<file path="config.mk">
export PLATFORM = sky130hd
export DESIGN_NAME = fp_mac_dot_seq
export DESIGN_NICKNAME = d
export VERILOG_FILES = /design/src/rtl/fp_mac_dot_seq.sv
export SDC_FILE = /design/constraint.sdc
export NUM_CORES = 1
export LEC_CHECK = 0
export ABC_AREA = 1
export BUFFER_PORTS_ARGS = -buffer_cell sky130_fd_sc_hd__buf_4
export CAP_MARGIN = 25
export CORE_ASPECT_RATIO = 0.6
export CORE_MARGIN = 2
export CORE_UTILIZATION = 40
export DETAILED_ROUTE_END_ITERATION = 8
export PLACE_DENSITY = 0.71
export SKIP_CTS_REPAIR_TIMING = 1
export SLEW_MARGIN = 10
export SYNTH_ARGS = -nofsm -noshare
export SYNTH_HDL_FRONTEND = slang
export SYNTH_SLANG_ARGS = --single-unit
</file>
<file path="constraint.sdc">
create_clock -name clk -period 1.83 [get_ports clk]
set_input_delay 0.0915 -clock clk [delete_from_list [all_inputs] [get_ports clk]]
set_output_delay 0.0915 -clock clk [all_outputs]
set_load 0.05 [all_outputs]
</file>
<file path="src/rtl/fp_mac_dot_seq.sv">
// Streaming dot-product sequencer around a fused multiply-add unit: latches a command,
// feeds accepted (a,b) pairs with c = running accumulator, and returns the final sum.
module fp_mac_dot_seq #(
  parameter int sig_width = 23,
  parameter int exp_width = 8,
  parameter int cnt_width = 16
) (
  input  logic                                 clk,
  input  logic                                 rst,
  input  logic                                 start_valid,
  output logic                                 start_ready,
  input  logic [cnt_width-1:0]                 start_len,
  input  logic [sig_width+exp_width:0]         start_init,
  input  logic [2:0]                           start_rnd,
  input  logic                                 in_valid,
  output logic                                 in_ready,
  input  logic [sig_width+exp_width:0]         in_a,
  input  logic [sig_width+exp_width:0]         in_b,
  output logic [sig_width+exp_width:0]         mac_a,
  output logic [sig_width+exp_width:0]         mac_b,
  output logic [sig_width+exp_width:0]         mac_c,
  output logic [2:0]                           mac_rnd,
  output logic                                 mac_dg_ctrl,
  input  logic [sig_width+exp_width:0]         mac_z,
  input  logic [7:0]                           mac_status,
  output logic                                 out_valid,
  input  logic                                 out_ready,
  output logic [sig_width+exp_width:0]         out_z,
  output logic [7:0]                           out_status
);

  localparam int W = sig_width + exp_width + 1;

  typedef enum logic [1:0] {
    IDLE,
    ACCUM,
    DONE
  } state_t;

  state_t               state;
  logic [W-1:0]         acc;
  logic [W-1:0]         a_hold;
  logic [W-1:0]         b_hold;
  logic [cnt_width-1:0] remaining;
  logic [2:0]           rnd_q;
  logic [7:0]           stat_q;
  logic                 pair_fire;

  assign pair_fire   = in_valid & in_ready;
  assign mac_dg_ctrl = pair_fire;

  // Operand buses only move on accepted pairs so the gated datapath sees no toggling.
  assign mac_a = pair_fire ? in_a : a_hold;
  assign mac_b = pair_fire ? in_b : b_hold;

  assign mac_c      = acc;
  assign mac_rnd    = rnd_q;
  assign out_z      = acc;
  assign out_status = stat_q;

  // NOTE: all state uses non-blocking assignments so every register samples
  // pre-edge values; blocking here would create order-dependent simulation.
  always_ff @(posedge clk) begin
    if (rst) begin
      state       <= IDLE;
      acc         <= '0;
      a_hold      <= '0;
      b_hold      <= '0;
      remaining   <= '0;
      rnd_q       <= '0;
      stat_q      <= '0;
      start_ready <= 1'b1;
      in_ready    <= 1'b0;
      out_valid   <= 1'b0;
    end else begin
      case (state)
        IDLE: begin
          if (start_valid) begin
            acc         <= start_init;
            rnd_q       <= start_rnd;
            stat_q      <= '0;
            remaining   <= start_len;
            start_ready <= 1'b0;
            if (start_len != '0) begin
              state    <= ACCUM;
              in_ready <= 1'b1;
            end else begin
              state     <= DONE;
              out_valid <= 1'b1;
            end
          end
        end

        ACCUM: begin
          if (pair_fire) begin
            acc         <= mac_z;
            a_hold      <= in_a;
            b_hold      <= in_b;
            // Exception flags are sticky; the zero flag describes only the latest sum.
            stat_q[7:1] <= stat_q[7:1] | mac_status[7:1];
            stat_q[0]   <= mac_status[0];
            if (remaining != '0) begin
              remaining <= remaining - cnt_width'(1);
            end
            if (remaining == cnt_width'(1)) begin
              state     <= DONE;
              in_ready  <= 1'b0;
              out_valid <= 1'b1;
            end
          end
        end

        DONE: begin
          if (out_ready) begin
            state       <= IDLE;
            out_valid   <= 1'b0;
            start_ready <= 1'b1;
          end
        end

        default: begin
          state       <= IDLE;
          start_ready <= 1'b1;
          in_ready    <= 1'b0;
          out_valid   <= 1'b0;
        end
      endcase
    end
  end

endmodule

</file>
==> impl_table.tex, run 1 <==
\begin{tabular}{lr}
\hline
Metric & Value \\
\hline
\multicolumn{2}{l}{\textbf{Routing}} \\
Iteration count of the initial detailed-routing pass & 5 \\
Violation count after the first detailed-route iteration & 773 \\
\# DRC & 0 \\
Remaining antenna violation count & 0 \\
Average routed wire per standard cell & 15.7 µm \\
Number of vias after detailed routing & 7420 \\
Wirelength, routed & 23000 µm \\
Via-per-instance ratio & 5.05 \\
\multicolumn{2}{l}{\textbf{Cells and area}} \\
Layout cell share with drive strength beyond 1 & 0.341 \\
Number of nets in the layout & 1415 \\
Commonest cells after routing, fill and taps aside & buf\_4, nand2\_1, nor2\_1 \\
Post-layout util & 0.666 \\
Layout filler cell count & 1256 \\
Most common cell after layout, fill and taps aside & buf\_4 \\
Synth-to-layout area growth & 62.4\% \\
\multicolumn{2}{l}{\textbf{Power and ir drop}} \\
Pwr dens & 2340 nW/µm² \\
Static leakage power & 4.69 nW \\
Maximum ir drop on the vdd rail & 0.00174 V \\
Overall power of the completed layout & 24.0 mW \\
\multicolumn{2}{l}{\textbf{Critical path}} \\
Critical Path Start Type & flip-flop \\
Peak fanout along the critical path & 24 \\
Critical path start-end classification & reg2out \\
Worst endpoint data arrival time & 1.68 ns \\
Data required time of the critical path & 1.74 ns \\
Kind of end point of the critical path & primary output \\
Number of cells on the worst reg-to-reg path & 7 \\
\multicolumn{2}{l}{\textbf{Place}} \\
Worst setup slack after placement & 0.231 ns \\
Final GP Congestion & 0.950 \\
Number of port buffers & 302 \\
DPL Wire Length & 14900 µm \\
\multicolumn{2}{l}{\textbf{GRT}} \\
All-layer global routing usage & 0.230 \\
Maximum number of pins on one net before global-route repair & 88 \\
Number of global-route vias before repair & 5952 \\
Global-route wire length before repair & 31600 µm \\
Initial antenna violation count & 1 \\
Aggregate global routing overflow & 0 \\
\multicolumn{2}{l}{\textbf{Synth}} \\
Async set or reset register ratio after synthesis & 0 \\
Synth Instances & 926 \\
Top\_reg\_cell synth & dfxtp\_1 \\
Cells taking the most area after synthesis & dfxtp\_1, nand2\_1, o21ai\_0 \\
Average cell area after synthesis & 6.82 µm² \\
Library cell occupying the most area in the post-synthesis netlist & dfxtp\_1 \\
Number of enable-type register cells in the synthesized netlist & 0 \\
Area share of the leading cell type in the synthesized netlist & 0.406 \\
Sequential fraction of the synthesis area & 0.406 \\
Net count of the mapped netlist & 1088 \\
Count of cell types in the netlist & 30 \\
Synthesis Warnings & 0 \\
Flip-flop and latch count after synthesis & 128 \\
Netlist area before placement & 6320 µm² \\
\multicolumn{2}{l}{\textbf{Floorplanning}} \\
Core area & 15400 µm² \\
Die outline height & 101 µm \\
Total Die Area & 16800 µm² \\
Row count & 35 \\
Horizontal die dimension & 166 µm \\
Initial core utilization & 0.410 \\
I/O pin cnt & 303 \\
\multicolumn{2}{l}{\textbf{Timing}} \\
Highest attainable clock frequency & 0.564 GHz \\
Transition time at the pin with the least slew margin & 0.887 ns \\
Count of final setup violators & 0 \\
Post-layout min period & 1.77 ns \\
WHS & -0.0209 ns \\
Setup ws final & 0.0580 ns \\
Number of pins exceeding their max-slew limit in the final report & 0 \\
Worst-case clock skew & 0.0139 ns \\
Total count of hold-check failures in the final report & 1 \\
Share of the clock period used by the worst path after layout & 0.968 \\
Slew HR & 0.409 \\
\multicolumn{2}{l}{\textbf{Clock network}} \\
Total CTS buffers & 17 \\
Count of clock tree sinks & 128 \\
Clock tree from TritonCTS & done \\
Maximum count of clock buffers along a single path & 2 \\
Deepest level of the CTS H-tree & 4 \\
Reg clk slew, reported paths & 0.06 ns \\
Clock latency of the later-clocked register in the worst-skew pair & 0.41 ns \\
Buffer type at the clock tree root & clkbuf\_16 \\
\multicolumn{2}{l}{\textbf{Hold path}} \\
Cells on Worst Hold Path & 3 \\
Class of the tightest hold or removal check & in2reg \\
\multicolumn{2}{l}{\textbf{Status}} \\
Violated checks & hold timing \\
Result of the run & finished, violations left \\
\multicolumn{2}{l}{\textbf{Run}} \\
Number of max-cap violations & 0 \\
\hline
\end{tabular}
critical path, cell delays in order (launching register included):
cell and delay (ns):
dfxtp_2 0.34, nand2_2 0.15, clkinv_4 0.16, buf_12 0.20, o21ai_2 0.17, buf_4 0.23
metrics by stage:
| step | instance area (µm²) | TNS [ns] | hold WS (ns) | std cells |
|---|---|---|---|---|
| finish | 10300 | 0 | -0.0209 | 1468 |
| global placement | 8840 | 0 | 0.347 | 1358 |
| global route | 10300 | -0.00247 | 0.0102 | 1468 |
| detailed placement | 8840 | 0 | 0.358 | 1358 |
| CTS | 9450 | -0.466 | -0.0696 | 1388 |
| floorplan | 6550 | -0.575 | 0.235 | 926 |
worst paths after layout:
kind                 startpoint             to  slack, ns
hold reg to reg   out_status[3]  out_status[3]       0.45
hold / removal     start_rnd[1]     mac_rnd[1]      -0.02
setup reg to reg       state[0]      mac_c[15]       0.21
setup / recovery       in_ready       mac_a[4]       0.06
report_power, final:
part / switching (mW) / internal, mW
clock network: 1.29 / 2.27
registers: 0.687 / 4.06
logic: 10.9 / 4.77
sequential cells by signal, summed over array words and instances (netlist names):
register / count
mac_rnd: 3
start_ready: 1
mac_c: 32
remaining: 16
a_hold: 32
b_hold: 32
out_status: 8
out_valid: 1
in_ready: 1
state: 2
layer usage:
| metal | wire (µm) | share of wire | GRT usage | up-vias |
|---|---|---|---|---|
| met3 | 1670 | 0.073 | 0.0512 | 39 |
| met2 | 10400 | 0.45 | 0.340 | 346 |
| met1 | 10500 | 0.46 | 0.344 | 3368 |
| li1 | - | - | - | 3667 |
| met4 | 455 | 0.020 | 0.0471 | 0 |
| met5 | 0 | 0 | 0 | - |
kinds of logic (layout without fill, tap and decap cells):
| logic type | after synthesis | count (layout) | synth area share |
|---|---|---|---|
| compound gates | 241 | 241 | 0.224 |
| xor+xnor | 3 | 3 | 0.00416 |
| fa+ha+maj | 2 | 2 | 0.00396 |
| buf+inv | 185 | 523 | 0.134 |
| flops | 128 | 128 | 0.406 |
| other cells | 0 | 1 | 0 |
| simple gates | 367 | 367 | 0.228 |
area by class of cell:
type,count,area (µm²),area share
timing repair inverter,1,5.00,0.000488
clock buffer,17,425,0.0415
timing repair buffer,401,3330,0.324
multi-input combinational,613,3140,0.306
clock inverter,13,189,0.0184
inverter,91,349,0.0340
sequential,128,2560,0.250
antenna,1,2.50,0.000244
tap,203,254,0.0248
Yosys cell counts, types with 2 or more instances:
library cell / n
a211oi_1: 64
a21oi_1: 26
a31oi_1: 33
buf_1: 6
buf_2: 14
buf_4: 34
clkbuf_1: 37
clkbuf_2: 2
dfxtp_1: 128
ha_1: 2
inv_1: 88
inv_2: 3
nand2_1: 211
nand2_2: 2
nand3_1: 14
nand3b_1: 5
nand4_1: 2
nor2_1: 128
nor3_1: 2
o21ai_0: 111
o21ai_1: 4
xor2_1: 2
Note: power is estimated with default switching activity, not from simulation.
==> run 2: changes to the inputs <==
Settings changed: CORE_UTILIZATION 40 to 47, PLACE_DENSITY 0.71 to 0.81.
==> run 2 against run 1 <==
  * The run ends with hold timing, setup timing left
  * Worst hold slack better by 0.014 ns
  * Setup slack worse by 0.088 ns
  * Routed wire length is 7.6% higher
  * Clock-buffer cell count is 4 higher
  * Core utilization is 12 points higher
  * Die area is 14% lower
  * Global-route usage is 4.9 points higher
  * Non-clock buffer count is 8 lower
  * Sequential share of layout area is 0.28 points higher
  * Final area is 1.1% lower
==> impl_table.tex, run 2 (synthesis gave the netlist of run 1 again) <==
\begin{tabular}{lr}
\hline
Metric & Value \\
\hline
\multicolumn{2}{l}{\textbf{Run}} \\
Number of max-cap violations & 0 (unchanged) \\
\multicolumn{2}{l}{\textbf{GRT}} \\
Number of global-route vias before repair & 6268 (was 5952) \\
Global-route wire length before repair & 32300 µm (was 31600 µm) \\
Aggregate global routing overflow & 0 (unchanged) \\
All-layer global routing usage & 0.279 (was 0.230) \\
Initial antenna violation count & 1 (unchanged) \\
Maximum number of pins on one net before global-route repair & 79 (was 88) \\
\multicolumn{2}{l}{\textbf{Clock network}} \\
Total CTS buffers & 17 (unchanged) \\
Clock tree from TritonCTS & done (unchanged) \\
Deepest level of the CTS H-tree & 4 (unchanged) \\
Buffer type at the clock tree root & clkbuf\_16 (unchanged) \\
Count of clock tree sinks & 128 (unchanged) \\
Maximum count of clock buffers along a single path & 2 (unchanged) \\
Clock latency of the later-clocked register in the worst-skew pair & 0.42 ns (was 0.41 ns) \\
Reg clk slew, reported paths & 0.06 ns (about the same) \\
\multicolumn{2}{l}{\textbf{Timing}} \\
Worst-case clock skew & 0.0146 ns (was 0.0139 ns) \\
WHS & -0.00711 ns (was -0.0209 ns) \\
Sum of negative setup slack & -0.0299 ns (was 0 ns) \\
Count of final setup violators & 1 (was 0) \\
Share of the clock period used by the worst path after layout & 1.02 (was 0.968) \\
Post-layout min period & 1.86 ns (was 1.77 ns) \\
Number of pins exceeding their max-slew limit in the final report & 0 (unchanged) \\
Transition time at the pin with the least slew margin & 0.927 ns (was 0.887 ns) \\
Slew HR & 0.382 (was 0.409) \\
Highest attainable clock frequency & 0.538 GHz (was 0.564 GHz) \\
Total count of hold-check failures in the final report & 2 (was 1) \\
Setup ws final & -0.0299 ns (was 0.0580 ns) \\
\multicolumn{2}{l}{\textbf{Power and ir drop}} \\
Switching power & 13.3 mW (was 12.9 mW) \\
Maximum ir drop on the vdd rail & 0.00133 V (was 0.00174 V) \\
Pwr dens & 2410 nW/µm² (was 2340 nW/µm²) \\
Combinational power share & 0.648 (was 0.654) \\
Overall power of the completed layout & 24.5 mW (was 24.0 mW) \\
Share of total power in the clock network & 0.153 (was 0.148) \\
Static leakage power & 4.68 nW (was 4.69 nW) \\
Sw Share & 0.542 (was 0.538) \\
Int Power & 11.2 mW (was 11.1 mW) \\
Sequential share of power & 0.198 (about the same) \\
\multicolumn{2}{l}{\textbf{Cells and area}} \\
Synth-to-layout area growth & 60.6\% (was 62.4\%) \\
Multi-input combinational cell area & 3140 µm² (about the same) \\
Commonest cells after routing, fill and taps aside & buf\_4, nand2\_1, nor2\_1 (unchanged) \\
Most common cell after layout, fill and taps aside & buf\_4 (unchanged) \\
Post-layout util & 0.782 (was 0.666) \\
Layout filler cell count & 891 (was 1256) \\
Sequential Area & 2560 µm² (unchanged) \\
Layout cell share with drive strength beyond 1 & 0.342 (was 0.341) \\
Number of nets in the layout & 1408 (was 1415) \\
\multicolumn{2}{l}{\textbf{Status}} \\
Result of the run & finished, violations left (unchanged) \\
Violated checks & hold timing, setup timing (was hold timing) \\
\multicolumn{2}{l}{\textbf{Routing}} \\
Iteration count of the initial detailed-routing pass & 6 (was 5) \\
Average routed wire per standard cell & 17.3 µm (was 15.7 µm) \\
Remaining antenna violation count & 0 (unchanged) \\
Via-per-instance ratio & 5.48 (was 5.05) \\
Wirelength, routed & 24800 µm (was 23000 µm) \\
Violation count after the first detailed-route iteration & 933 (was 773) \\
\# DRC & 0 (unchanged) \\
Number of vias after detailed routing & 7848 (was 7420) \\
\multicolumn{2}{l}{\textbf{Hold path}} \\
Class of the tightest hold or removal check & in2reg (unchanged) \\
\multicolumn{2}{l}{\textbf{Critical path}} \\
Peak fanout along the critical path & 44 (was 24) \\
Critical path start-end classification & reg2reg (was reg2out) \\
Kind of end point of the critical path & flip-flop (was primary output) \\
Worst endpoint data arrival time & 2.13 ns (was 1.68 ns) \\
Data required time of the critical path & 2.10 ns (was 1.74 ns) \\
Critical Path Start Type & flip-flop (unchanged) \\
\multicolumn{2}{l}{\textbf{Floorplanning}} \\
Total Die Area & 14400 µm² (was 16800 µm²) \\
Core area & 13000 µm² (was 15400 µm²) \\
Horizontal die dimension & 154 µm (was 166 µm) \\
Die outline height & 93.8 µm (was 101 µm) \\
Row count & 32 (was 35) \\
Initial core utilization & 0.487 (was 0.410) \\
I/O pin cnt & 303 (unchanged) \\
\multicolumn{2}{l}{\textbf{Place}} \\
Number of port buffers & 302 (unchanged) \\
DPL Wire Length & 15200 µm (was 14900 µm) \\
Final GP Congestion & 0.924 (was 0.950) \\
Worst setup slack after placement & 0.241 ns (was 0.231 ns) \\
\hline
\end{tabular}
run 2: layout make-up:
class	count	share of cell area
Inverter	91	0.0344
Timing Repair Buffer	393	0.316
Sequential cell	128	0.253
Timing Repair inverter	2	0.000987
Antenna cell	2	0.000493
Clock inverter	11	0.0174
Multi-Input combinational cell	613	0.310
Tap cell	170	0.0210
Clock buffer	21	0.0474
run 2: per-stage QoR:
step / area (µm²) / cells
after floorplan: 6550 / 926
after global placement: 8760 / 1325
after detailed placement: 8760 / 1325
after CTS: 9420 / 1357
after global routing: 10100 / 1429
final: 10100 / 1431
run 2: power by group through the flow:
stage	Clock, mW	Sequential (mW)	Combinational, mW
after floorplan	0	6.23	9.90
after global placement	0	4.76	15.0
after detailed placement	0	4.79	15.2
after CTS	3.77	4.75	15.3
after global routing	3.93	4.94	16.7
final	3.76	4.85	15.9
run 2: path summary, 6_finish.rpt:
path                                     start  slack [ns]  depth (start not counted)       endpoint
worst max-delay path                  state[0]       -0.03                          5      a_hold[6]
worst min-delay path            start_init[10]      -0.007                          3      mac_c[10]
worst max register to register        state[0]       -0.03                          5      a_hold[6]
worst min register to register   out_status[1]        0.45                          2  out_status[1]
run 2: worst max-delay path, stage by stage (launching register included):
cell and delay [ns]:
dfxtp_1 0.46, inv_2 0.09, nor2_4 0.24, inv_4 0.22, buf_12 0.24, a211oi_1 0.43
run 2: routing by layer:
| metal | up-vias | track usage | routed length [µm] |
|---|---|---|---|
| met5 | - | 0 | 13 |
| met1 | 3593 | 0.396 | 10000 |
| met4 | 2 | 0.0795 | 1110 |
| met3 | 122 | 0.0678 | 2530 |
| met2 | 483 | 0.422 | 11100 |
| li1 | 3648 | - | - |
